**src/rtl/intersect_pkg.sv**
```systemverilog
// Token encodings, token classifiers and FSM states shared by the N-way sparse joiner.
package intersect_pkg;

   localparam logic [31:0] STOP_MASK = 32'h0000_00FF;
   localparam logic [31:0] DONE_TOK  = 32'h0000_0100;
   localparam logic [31:0] EMPTY_TOK = 32'h0000_0200;

   typedef enum logic [1:0] {
      S_START,
      S_RUN,
      S_DONE
   } state_e;

   // Classifiers take the token flag and the zero-extended low payload bits.
   function automatic logic is_stop(input logic tok, input logic [31:0] low);
      return tok && ((low & ~STOP_MASK) == '0);
   endfunction

   function automatic logic is_done(input logic tok, input logic [31:0] low);
      return tok && (low == DONE_TOK);
   endfunction

   function automatic logic [7:0] stop_level(input logic [31:0] low);
      return 8'(low & STOP_MASK);
   endfunction

endpackage

```
**src/rtl/join_out_bank.sv**
```systemverilog
// Single-entry multi-port output register with a pending bit per port; ports drain independently.
module join_out_bank #(
   parameter int unsigned PORTS = 2,
   parameter int unsigned WIDTH = 17
) (
   input  logic                   clk,
   input  logic                   rst,
   input  logic                   en,
   input  logic                   load,
   input  logic [PORTS*WIDTH-1:0] load_data,
   input  logic [PORTS-1:0]       out_ready,
   output logic [PORTS*WIDTH-1:0] out_data,
   output logic [PORTS-1:0]       out_valid,
   output logic                   can_load,
   output logic                   idle
);

   logic [PORTS-1:0]       pend_q, pend_d;
   logic [PORTS*WIDTH-1:0] data_q, data_d;

   // A new entry may load in the same cycle the last pending port is accepted.
   always_comb begin
      out_valid = pend_q & {PORTS{en}};
      can_load  = en && ((pend_q & ~out_ready) == '0);
      idle      = (pend_q == '0);
      pend_d    = pend_q & ~(out_valid & out_ready);
      data_d    = data_q;
      if (load) begin
         pend_d = '1;
         data_d = load_data;
      end
   end

   always_ff @(posedge clk) begin
      if (rst) begin
         pend_q <= '0;
         data_q <= '0;
      end else if (en) begin
         pend_q <= pend_d;
         data_q <= data_d;
      end
   end

   assign out_data = data_q;

endmodule

```
**src/rtl/intersect_nway_unit.sv**
```systemverilog
// N-input sparse joiner: head classifier, minimum/compare tree and tile FSM feeding a shared output bank.
module intersect_nway_unit
   import intersect_pkg::*;
#(
   parameter int unsigned NUM_IN = 2,
   parameter int unsigned DATA_W = 16
) (
   input  logic                           clk,
   input  logic                           rst,
   input  logic                           clk_en,
   input  logic                           flush,
   input  logic                           tile_en,
   input  logic                           joiner_op,
   input  logic [NUM_IN*(DATA_W+1)-1:0]   coord_in,
   input  logic [NUM_IN-1:0]              coord_in_valid,
   output logic [NUM_IN-1:0]              coord_in_ready,
   input  logic [NUM_IN*(DATA_W+1)-1:0]   pos_in,
   input  logic [NUM_IN-1:0]              pos_in_valid,
   output logic [NUM_IN-1:0]              pos_in_ready,
   output logic [DATA_W:0]                coord_out,
   output logic                           coord_out_valid,
   input  logic                           coord_out_ready,
   output logic [NUM_IN*(DATA_W+1)-1:0]   pos_out,
   output logic [NUM_IN-1:0]              pos_out_valid,
   input  logic [NUM_IN-1:0]              pos_out_ready,
   output logic                           proto_err
);

   localparam int unsigned W = DATA_W + 1;
   localparam int unsigned P = NUM_IN + 1;

   function automatic logic [W-1:0] mk_tok(input logic [31:0] low);
      return {1'b1, DATA_W'(low)};
   endfunction

   state_e state_q, state_d;
   logic   op_q, op_d;
   logic   err_q, err_d;

   logic [W-1:0]        c_head [NUM_IN];
   logic [W-1:0]        p_head [NUM_IN];
   logic [7:0]          lvl    [NUM_IN];
   logic [NUM_IN-1:0]   is_data, at_min, pop_sel, pop;
   logic [DATA_W-1:0]   min_c;
   logic [7:0]          max_lvl;
   logic                any_done, all_done, lvl_same, bad_tok;
   logic                active, heads_ok, op_eff, fire, decide;
   logic                want_load, load, set_err, to_done;
   logic [W-1:0]        coord_ld;
   logic [NUM_IN*W-1:0] pos_ld;
   logic [P*W-1:0]      bank_data;
   logic [P-1:0]        bank_valid;
   logic                can_load, bank_idle;

   for (genvar g = 0; g < NUM_IN; g++) begin : g_head
      assign c_head[g] = coord_in[g*W +: W];
      assign p_head[g] = pos_in[g*W +: W];
   end

   assign active   = clk_en & tile_en;
   assign heads_ok = &(coord_in_valid & pos_in_valid);

   // Done alongside other heads is demoted to stop level 255.
   always_comb begin
      is_data  = '0;
      any_done = 1'b0;
      all_done = 1'b1;
      bad_tok  = 1'b0;
      min_c    = '1;
      max_lvl  = '0;
      for (int unsigned i = 0; i < NUM_IN; i++) begin
         lvl[i] = 8'hFF;
         if (!c_head[i][DATA_W]) begin
            is_data[i] = 1'b1;
            all_done   = 1'b0;
            if (c_head[i][DATA_W-1:0] < min_c) min_c = c_head[i][DATA_W-1:0];
         end else if (is_done(1'b1, 32'(c_head[i][DATA_W-1:0]))) begin
            any_done = 1'b1;
         end else begin
            all_done = 1'b0;
            lvl[i]   = stop_level(32'(c_head[i][DATA_W-1:0]));
            if (!is_stop(1'b1, 32'(c_head[i][DATA_W-1:0]))) bad_tok = 1'b1;
         end
         if (!is_data[i] && (lvl[i] > max_lvl)) max_lvl = lvl[i];
      end
      lvl_same = 1'b1;
      at_min   = '0;
      for (int unsigned i = 0; i < NUM_IN; i++) begin
         at_min[i] = is_data[i] && (c_head[i][DATA_W-1:0] == min_c);
         if (!is_data[i] && (lvl[i] != max_lvl)) lvl_same = 1'b0;
      end
   end

   always_comb begin
      op_eff    = (state_q == S_START) ? joiner_op : op_q;
      fire      = active && heads_ok && (state_q != S_DONE);
      want_load = 1'b0;
      pop_sel   = '0;
      set_err   = 1'b0;
      to_done   = 1'b0;
      coord_ld  = {1'b0, min_c};
      for (int unsigned i = 0; i < NUM_IN; i++) pos_ld[i*W +: W] = p_head[i];

      if (all_done) begin
         want_load = 1'b1;
         pop_sel   = '1;
         to_done   = 1'b1;
         coord_ld  = mk_tok(DONE_TOK);
         for (int unsigned i = 0; i < NUM_IN; i++) pos_ld[i*W +: W] = mk_tok(DONE_TOK);
      end else if (is_data == '0) begin
         want_load = 1'b1;
         pop_sel   = '1;
         set_err   = !lvl_same || any_done || bad_tok;
         coord_ld  = mk_tok(32'(max_lvl));
         for (int unsigned i = 0; i < NUM_IN; i++) pos_ld[i*W +: W] = mk_tok(32'(max_lvl));
      end else if (!op_eff) begin
         set_err = any_done || bad_tok;
         if ((&is_data) && (&at_min)) begin
            want_load = 1'b1;
            pop_sel   = '1;
         end else if (&is_data) begin
            pop_sel = at_min;
         end else begin
            pop_sel = is_data;
         end
      end else begin
         want_load = 1'b1;
         pop_sel   = at_min;
         set_err   = any_done || bad_tok;
         for (int unsigned i = 0; i < NUM_IN; i++)
            if (!at_min[i]) pos_ld[i*W +: W] = mk_tok(EMPTY_TOK);
      end

      // Intersect discards proceed without bank space; everything else needs a free bank.
      decide = fire && (!want_load || can_load);
      load   = decide && want_load;
      pop    = decide ? pop_sel : '0;

      state_d = state_q;
      op_d    = op_q;
      err_d   = err_q | (decide & set_err);
      if (active && (state_q == S_START)) op_d = joiner_op;
      case (state_q)
         S_START, S_RUN: if (decide) state_d = to_done ? S_DONE : S_RUN;
         S_DONE:         if (active && bank_idle) state_d = S_START;
         default:        state_d = S_START;
      endcase
   end

   always_ff @(posedge clk) begin
      if (rst || flush) begin
         state_q <= S_START;
         op_q    <= 1'b0;
         err_q   <= 1'b0;
      end else if (clk_en) begin
         state_q <= state_d;
         op_q    <= op_d;
         err_q   <= err_d;
      end
   end

   join_out_bank #(
      .PORTS (P),
      .WIDTH (W)
   ) u_bank (
      .clk       (clk),
      .rst       (rst | flush),
      .en        (active),
      .load      (load),
      .load_data ({pos_ld, coord_ld}),
      .out_ready ({pos_out_ready, coord_out_ready}),
      .out_data  (bank_data),
      .out_valid (bank_valid),
      .can_load  (can_load),
      .idle      (bank_idle)
   );

   assign coord_in_ready  = pop;
   assign pos_in_ready    = pop;
   assign coord_out       = bank_data[W-1:0];
   assign pos_out         = bank_data[P*W-1:W];
   assign coord_out_valid = bank_valid[0];
   assign pos_out_valid   = bank_valid[P-1:1];
   assign proto_err       = err_q;

endmodule

```
**config.mk**
```make
export PLATFORM = sky130hd
export DESIGN_NAME = intersect_nway_unit
export DESIGN_NICKNAME = d
export VERILOG_FILES = /design/src/rtl/intersect_pkg.sv /design/src/rtl/join_out_bank.sv /design/src/rtl/intersect_nway_unit.sv
export SDC_FILE = /design/constraint.sdc
export NUM_CORES = 1
export LEC_CHECK = 0
export CAP_MARGIN = 20
export CORE_MARGIN = 5
export CORE_UTILIZATION = 50
export CTS_BUF_LIST = sky130_fd_sc_hd__clkbuf_8
export DETAILED_ROUTE_END_ITERATION = 12
export GPL_TIMING_DRIVEN = 0
export HOLD_SLACK_MARGIN = 0.1
export MAX_ROUTING_LAYER = met4
export PLACE_DENSITY = 0.87
export SLEW_MARGIN = 15
export SYNTH_ARGS = -nofsm -noshare
export SYNTH_HDL_FRONTEND = slang
export SYNTH_SLANG_ARGS = --single-unit
```
**constraint.sdc**
```tcl
create_clock -name clk -period 11.2 [get_ports clk]
set_input_delay 1.68 -clock clk [delete_from_list [all_inputs] [get_ports clk]]
set_output_delay 1.68 -clock clk [all_outputs]
set_load 0.01 [all_outputs]
```
## Yosys cells after proc, flatten, opt, wreduce, memory -nomap -nowiden

Cells that the tools add are included.
W data, S select, Z words.

- Register bits after elaboration: 58
- Input port bits: 81
- Output and inout bits: 59

- Order comparisons: 4
- Equality and inequality tests: 11
- Mux-type cells: 52
- Bitwise operators: 11
- Reduce and logical (&&, ||, !) cells: 34

Operator list:

| kind | number |
|---|---|
| $mux W34 | 3 |
| $mux W17 | 4 |
| $logic_not A32 Y1 | 2 |
| $mux W16 | 4 |
| $mux W8 | 6 |
| $eq A16 B16 Y1 | 2 |
| $eq A16 B9 Y1 const B | 2 |
| $mux W1 | 24 |
| $mux W2 | 9 |
| $lt A16 B16 Y1 | 1 |
| $lt A16 B16 Y1 const B | 1 |
| $ne A8 B8 Y1 | 2 |
| $logic_and A1 B1 Y1 | 14 |
| $and A3 B3 Y3 | 4 |
| $reduce_and A2 Y1 | 5 |
| $gt A8 B1 Y1 const B | 1 |
| $gt A8 B8 Y1 | 1 |
| $logic_not A3 Y1 | 2 |
| $ne A2 B2 Y1 const B | 3 |
| $not A3 Y3 | 2 |
| $logic_or A1 B1 Y1 | 5 |
| $logic_not A2 Y1 | 2 |
| $pmux W2 S2 | 1 |
| $mux W3 | 1 |
| 8 further kinds | 11 |

## Logic depth before layout (Yosys ltp)

Gate-level depths: netlist of run 1.

- Depth after elaboration: 20
- Depth in mapped cells: 16
- Gate-level depth less buffers: 14

## Hierarchy

From an unflattened synthesis of run 1, not the netlist that was laid out.

- Cells, all modules: 680
- Area, all modules: 5177.5 sq um

Modules (own cells, without submodules):

| module | instances | cells an instance | area an instance (sq um) |
|---|---|---|---|
| intersect_nway_unit | 1 | 429 | 2783.9 |
| join_out_bank | 1 | 251 | 2393.5 |

## Worst setup path before layout of run 1

Ideal clock, no wire load.

- Path type: input -> output
- Start: in coord_in[16]
- End: out pos_in_ready[0]
- Arrival time: 4.822 ns
- Setup slack: 4.698 ns
- Stages: 15
- Buffers on the path: 6
- Path through: clkbuf_1 clkbuf_1 clkbuf_1 buf_1 nor2_1 ha_1 a21o_1 a21o_1 a21oi_1 a211o_1 nand2_1 clkbuf_1 nor4_1 a211oi_1 buf_4

- Word-level cells in the longest chain between the ends: 16
- Elaborated cells on any way between the ends: 29

RTL lines:

| element | line | source |
|---|---|---|
| start: declaration | intersect_nway_unit.sv:14 | `input logic [NUM_IN*(DATA_W+1)-1:0] coord_in,` |
| $mux W16 | intersect_nway_unit.sv:73 | `if (!c_head[i][DATA_W]) begin` |
| $lt A16 B16 Y1 | intersect_nway_unit.sv:76 | `if (c_head[i][DATA_W-1:0] < min_c) min_c = c_head[i][DATA_W-1:0];` |
| $mux W16 | intersect_nway_unit.sv:76 |  |
| $mux W16 | intersect_nway_unit.sv:73 |  |
| $eq A16 B16 Y1 | intersect_nway_unit.sv:89 | `at_min[i] = is_data[i] && (c_head[i][DATA_W-1:0] == min_c);` |
| $logic_and A1 B1 Y1 | intersect_nway_unit.sv:89 |  |
| $reduce_and A2 Y1 | intersect_nway_unit.sv:118 | `if ((&is_data) && (&at_min)) begin` |
| $logic_and A1 B1 Y1 | intersect_nway_unit.sv:118 |  |
| $mux W1 | intersect_nway_unit.sv:118 |  |
| $mux W1 | intersect_nway_unit.sv:116 | `end else if (!op_eff) begin` |
| $mux W1 | intersect_nway_unit.sv:110 | `end else if (is_data == '0) begin` |
| $mux W1 | intersect_nway_unit.sv:104 | `if (all_done) begin` |
| $logic_not A1 Y1 | intersect_nway_unit.sv:135 | `decide = fire && (!want_load \|\| can_load);` |
| $logic_or A1 B1 Y1 | intersect_nway_unit.sv:135 |  |
| $logic_and A1 B1 Y1 | intersect_nway_unit.sv:135 |  |
| $mux W2 * | intersect_nway_unit.sv:137 | `pop = decide ? pop_sel : '0;` |
| end: declaration | intersect_nway_unit.sv:19 | `output logic [NUM_IN-1:0] pos_in_ready,` |

Mark *: on every way between the ends. The rest lies on a longest branch, timed or not.

## Worst setup path in the final report of run 1

Same ends and word-level chain as after synthesis.

==> impl_metrics.yaml, run 1 <==
power:
  powerDensity_nw_per_um2: 85.7
  power.switching_uw: 155
  netSwitchingFraction: 0.312
  pwr-share-seq: 0.415
  max-vdd-ir-drop_uv: 67.7
  p_int_uw: 342
  p_leak_nw: 2.15
  power_frac_clock: 0.340
  combPwrFrac: 0.245
clock_tree:
  postCtsSetupBuffers: 0
  insertion_delay_ps: 330
  cts_sinks: 58
  cts_resized: 0
  cts_htree_levels: 3
  clk_pin_slew_worst_paths_ps: 60
  cts_made_buffers: 9
  clock_path_buffers: 2
  cts_tree: "done"
  cts_root_buf: "clkbuf_8"
  cts_hold_buf: 0
logic_synthesis:
  yosysUniqueCellTypes: 65
  syn_inst: 539
  yosys.area.top_type_share: 0.278
  ys_top_cells_by_area: "dfxtp_1 (28%), ha_1 (6.9%), nor2_1 (4.8%)"
  synth_area_leader_cell: "dfxtp_1"
  synth_nets: 643
  ys_seq_area_frac: 0.278
  synth_edf_count: 0
  ys_ff_latch: 58
  yosysWarnings: 0
  syn_area_per_cell_sq_um: 7.74
  ys.flop_type: "dfxtp_1"
  syn_area_sq_um: 4170
  async_reset_ff_frac: 0
setup_path:
  reg2reg_from: "state_q[1]"
  critPathLaunchType: "primary input"
  cp_max_fo: 10
  arrival_ps: 6750
  cp-end-kind: "output port"
  startpoint: "coord_in[16]"
  worst_ep_required_time_ps: 9520
  critical_path_class: "primary input to output port"
sta:
  drv_slew: 0
  skew_ps: 5.71
  timing_worst_slew_pin_value_ps: 1020
  min_period_ps: 8430
  setup_violations: 0
  fin_tns_setup_ps: 0
  period_share: 0.753
  slew_headroom: 0.316
  hold_viol_final: 0
  rsz0062_at_grt: "no"
  max_freq_mhz: 119
drt:
  viasPerCell: 6.45
  wl_per_cell_um: 21.1
  drt_iter0_markers: 366
  first_pass_iters: 5
  drt_wl_total_um: 16700
  ant_nets: 0
  route.detailed.drc: 0
  dr_total_vias: 5118
global_routing:
  grt_max_degree: 11
  gr-total-overflow: 0
  antenna_found_initial: 0
  grt_pass1_wl_um: 26300
  grt_pass1_vias: 4997
  grt.total_usage: 0.334
placement:
  place_congestion: 0.924
  portBuffers: 133
  place_area_sq_um: 5630
  dpl.hpwl_um: 13100
worst_hold_path:
  hold_path_class: "register to register"
  min_from: "u_bank.out_data[15]"
flow_run:
  cap_violations: 0
floorplan:
  io_pins: 140
  die_y_um: 101
  core_sq_um: 8180
  start_util: 0.510
  die_w_um: 101
  dieArea_sq_um: 10300
  rows: 33
layout:
  fin_nets: 787
  layout-drive-gt1-share: 0.0581
  diodes: 0
  n_fill_cell: 692
  design_area_sq_um: 5800
  area_delta_synth_final_pct: 39.2
status:
  status: "completed"
-- per-layer routing --
metal	vias to the layer above	track usage	part of all wire
li1	2328	-	-
met1	2430	0.412	0.40
met2	313	0.552	0.49
met3	47	0.0585	0.079
met4	0	0.109	0.030
met5	-	-	0
-- metrics by stage --
| step | utilization | power (mW) | hold slack (ps) | setup slack (ps) | cells |
|---|---|---|---|---|---|
| after CTS | 0.710 | 0.493 | 458 | 2910 | 793 |
| after global routing | 0.710 | 0.518 | 472 | 2350 | 793 |
| after global placement | 0.689 | 0.327 | 437 | 3030 | 777 |
| after detailed placement | 0.689 | 0.329 | 443 | 2930 | 777 |
| final | 0.710 | 0.498 | 455 | 2770 | 793 |
| after floorplan | - | 0.272 | 449 | 4700 | 539 |
-- final cells by class --
class,count,area (sq um),area share
plain buffers,34,155,0.0267
multi-input cells,420,2750,0.474
clock buffers,10,138,0.0237
repair buffers,133,1330,0.229
clock inverters,6,33.8,0.00582
flip-flops and latches,58,1160,0.200
well taps,105,131,0.0226
inverters,27,101,0.0175
-- synthesized netlist by cell type, drive strengths merged (2+ instances only) --
cell     instances
dfxtp           58
nor2b           13
o31ai            5
nand2b           8
a22o            18
o2bb2ai          8
or2              3
inv             26
or3              4
o21bai           3
buf             12
a211o            3
a31oi            9
ha              23
a21oi           34
o22ai            7
a211oi           9
nor3            10
o21ai           38
o221ai           3
a21o             6
o211ai           9
nor2            54
o21a             5
nand4           15
nor4b            2
a22oi            2
and2             3
a2111oi          6
o2111ai         12
xor2             2
nor4            12
nand2           46
a31o             2
nand3           10
mux2i           12
or4              6
clkbuf          22
and3             6
-- worst max-delay path, stage by stage --
cell             delay (ps)
clkdlybuf4s50_1         560
clkbuf_1                430
clkbuf_1                380
clkbuf_1                430
buf_1                   440
nor2_1                  140
ha_1                    320
a21o_1                  110
a21o_1                  100
a21oi_1                  70
a211o_1                 340
nand2_1                 120
clkbuf_1                390
nor4_1                   90
a211oi_1                430
buf_4                   180
clkdlybuf4s50_1         530
-- power by group through the flow --
stage | clock [mW] | combinational, mW | sequential (mW)
floorplan | 0 | 0.0606 | 0.211
global placement | 0 | 0.116 | 0.211
detailed placement | 0 | 0.118 | 0.211
CTS | 0.168 | 0.119 | 0.207
global route | 0.179 | 0.132 | 0.206
finish | 0.169 | 0.122 | 0.207
-- cell usage in the layout, fill, tap and decap left out, types with 8 or more instances in the layout --
cell,synthesis,routed
clkbuf_1,22,22
a211oi_1,9,9
nand2b_1,8,8
ha_1,23,23
a22o_1,18,18
nor2_1,53,53
clkdlybuf4s50_1,0,133
o211ai_1,9,9
inv_1,26,27
nand3_1,10,10
a21oi_1,34,34
dfxtp_1,58,58
nor4_1,10,10
mux2i_1,12,12
o2111ai_1,12,12
clkbuf_8,0,10
nor2b_1,13,13
nand2_1,46,46
o2bb2ai_1,8,8
o21ai_0,37,37
nor3_1,10,10
nand4_1,15,15
a31oi_1,8,8
-- flip-flops by register name, indices dropped and copies added (netlist names) --
name and count:
u_bank.out_data 51, u_bank.pend_q 3, state_q 2, op_q 1, proto_err 1
-- path summary, 6_finish.rpt --
kind	endpoint	slack, ps	cells after the start
worst min register to register	u_bank.out_data[15]	450	2
worst max register to register	u_bank.out_data[49]	8560	8
worst min-delay path	u_bank.out_data[15]	450	2
worst max-delay path	pos_in_ready[0]	2770	17
-- kinds of logic after synthesis --
logic type | after synthesis | synth area share
buffers and inverters | 61 | 0.0615
flip-flops | 58 | 0.278
XOR/XNOR | 2 | 0.00420
adder cells (fa/ha/maj) | 23 | 0.0690
AO/OA/AOI/OAI | 187 | 0.317
multiplexers | 12 | 0.0288
AND/OR/NAND/NOR | 196 | 0.242
No activity file was read; power rests on OpenSTA's default activity.
==> run 2: changes to the inputs <==
- CORE_UTILIZATION: 50 -> 43
- PLACE_DENSITY: 0.87 -> 0.79
- clock period: 11.2 -> 7.6 ns (I/O delays scaled with it)
==> impl_metrics.yaml, run 2 (synthesized netlist as in run 1, its figures left out) <==
setup_path:
  cp_max_fo: 10
  crit_slowest_cell: "clkdlybuf4s50_1"
  cp_common_cell: "clkbuf_1"
  crit_chain: "clkdlybuf4s50_1, clkbuf_1, clkbuf_1, clkbuf_1, clkbuf_2, nor2_1, ha_1, a21o_1, a21o_1, a21oi_1, a211o_1, nand2_1, clkbuf_1, nor4_1, a211oi_1, buf_4, clkdlybuf4s50_1"
  cp-end-kind: "output port"
  critical_path_class: "primary input to output port"
  arrival_ps: 6080
  critPathBufInv: 8
  critPathLaunchType: "primary input"
  crit_family: "buffers and inverters"
  worst_ep_required_time_ps: 6460
  cpPeakStageDelay_ps: 570
clock_tree:
  clock_path_buffers: 2
  cts_hold_buf: 0
  cts_htree_levels: 3
  clk_pin_slew_worst_paths_ps: 70
  cts_made_buffers: 9
  cts_sinks: 58
  postCtsSetupBuffers: 0
  cts_tree: "done"
  insertion_delay_ps: 350
  cts_root_buf: "clkbuf_8"
sta:
  setup_violations: 0
  drv_slew: 0
  max_freq_mhz: 138
  min_period_ps: 7220
  rsz0062_at_grt: "no"
  timing_worst_slew_pin_value_ps: 1040
  skew_ps: 7.72
  fin_tns_setup_ps: 0
  period_share: 0.951
  slew_headroom: 0.305
  hold_viol_final: 0
layout:
  fin_nets: 787
  n_fill_cell: 903
  final-instance-count-excl-fill: 820
  diodes: 0
  area_delta_synth_final_pct: 39.8
  most-common-layout-cells: "clkdlybuf4s50_1 (133), dfxtp_1 (58), nor2_1 (53)"
  largest_register_ffs: 51
  layout_commonest_cell: "clkdlybuf4s50_1"
  utilization: 0.607
  layout-drive-gt1-share: 0.0597
  regArea_sq_um: 1160
  design_area_sq_um: 5830
  multiInputGateArea_sq_um: 2750
power:
  p_total_uw: 732
  p_leak_nw: 2.15
  max-vdd-ir-drop_uv: 84.4
  powerDensity_nw_per_um2: 126
floorplan:
  start_util: 0.435
  core_sq_um: 9590
  io_pins: 140
  die_y_um: 108
  die_w_um: 108
  rows: 36
  dieArea_sq_um: 11800
global_routing:
  use_met1: 0.357
  gr-total-overflow: 0
  grt.total_usage: 0.289
  grt_use_met3: 0.0388
  antenna_found_initial: 0
  top_usage_layer: "met2"
  grt_max_degree: 11
  grt_pass1_wl_um: 25800
  met2_usage: 0.484
  grt_pass1_vias: 4857
drt:
  route.detailed.drc: 0
  drt_iter0_markers: 377
  wl_per_cell_um: 20.5
  first_pass_iters: 5
  viasPerCell: 6.04
  ant_nets: 0
  dr_total_vias: 4954
  drt_wl_total_um: 16800
worst_hold_path:
  hold_path_class: "register to register"
flow_run:
  cap_violations: 0
placement:
  post-place-cells: 805
  dpl.hpwl_um: 13300
  portBuffers: 133
  place_congestion: 0.938
  place_area_sq_um: 5670
status:
  status: "completed"
==> run 2: cell count changes in the layout (fill, tap and decap cells not counted), sizes merged <==
cell    change
buf         -1
clkinv      +1
inv         -1
==> run 2: timing repair <==
action,4_1_cts,5_1_grt
gates resized for setup,0,1
endpoints found under the setup margin,0,2
endpoints found under the hold margin,0,0
==> run 2: final timing paths <==
kind                                           from  cells past startpoint                   to  slack, ps
worst max register to register           state_q[1]                      8  u_bank.out_data[45]       5010
worst min register to register  u_bank.out_data[11]                      2  u_bank.out_data[11]        460
worst max-delay path                   coord_in[16]                     17      pos_in_ready[0]        380
worst min-delay path            u_bank.out_data[11]                      2  u_bank.out_data[11]        460
==> run 2: layout make-up <==
type                            instances  share of cell area
Inverter                               27              0.0174
Sequential cell                        58               0.199
Clock buffer                            9              0.0213
Buffer                                 34              0.0268
Clock inverter                          6             0.00601
Timing Repair Buffer                  133               0.228
Tap cell                              133              0.0286
Multi-Input combinational cell        420               0.472
==> run 2: through the flow <==
stage	hold slack [ps]	worst slack [ps]
floorplan	449	2180
CTS	459	295
finish	455	375
global placement	438	322
detailed placement	448	330
global route	480	32.5
==> run 2: metal layers <==
layer / vias to the layer above / part of all wire
li1: 2325 / -
met1: 2350 / 0.42
met2: 233 / 0.50
met3: 46 / 0.052
met4: 0 / 0.029
met5: - / 0
==> run 2: report_power, final <==
part           total [mW]  internal [mW]  switching (mW)
sequential          0.304          0.304        0.000199
combinational       0.180         0.0762           0.104
clock               0.247          0.114           0.133
total               0.732          0.494           0.238
==> run 2: tightest hold or removal path, stage by stage, from the launching register on <==
cell     delay, ps
dfxtp_1        310
nand2_1         50
a21oi_1         50
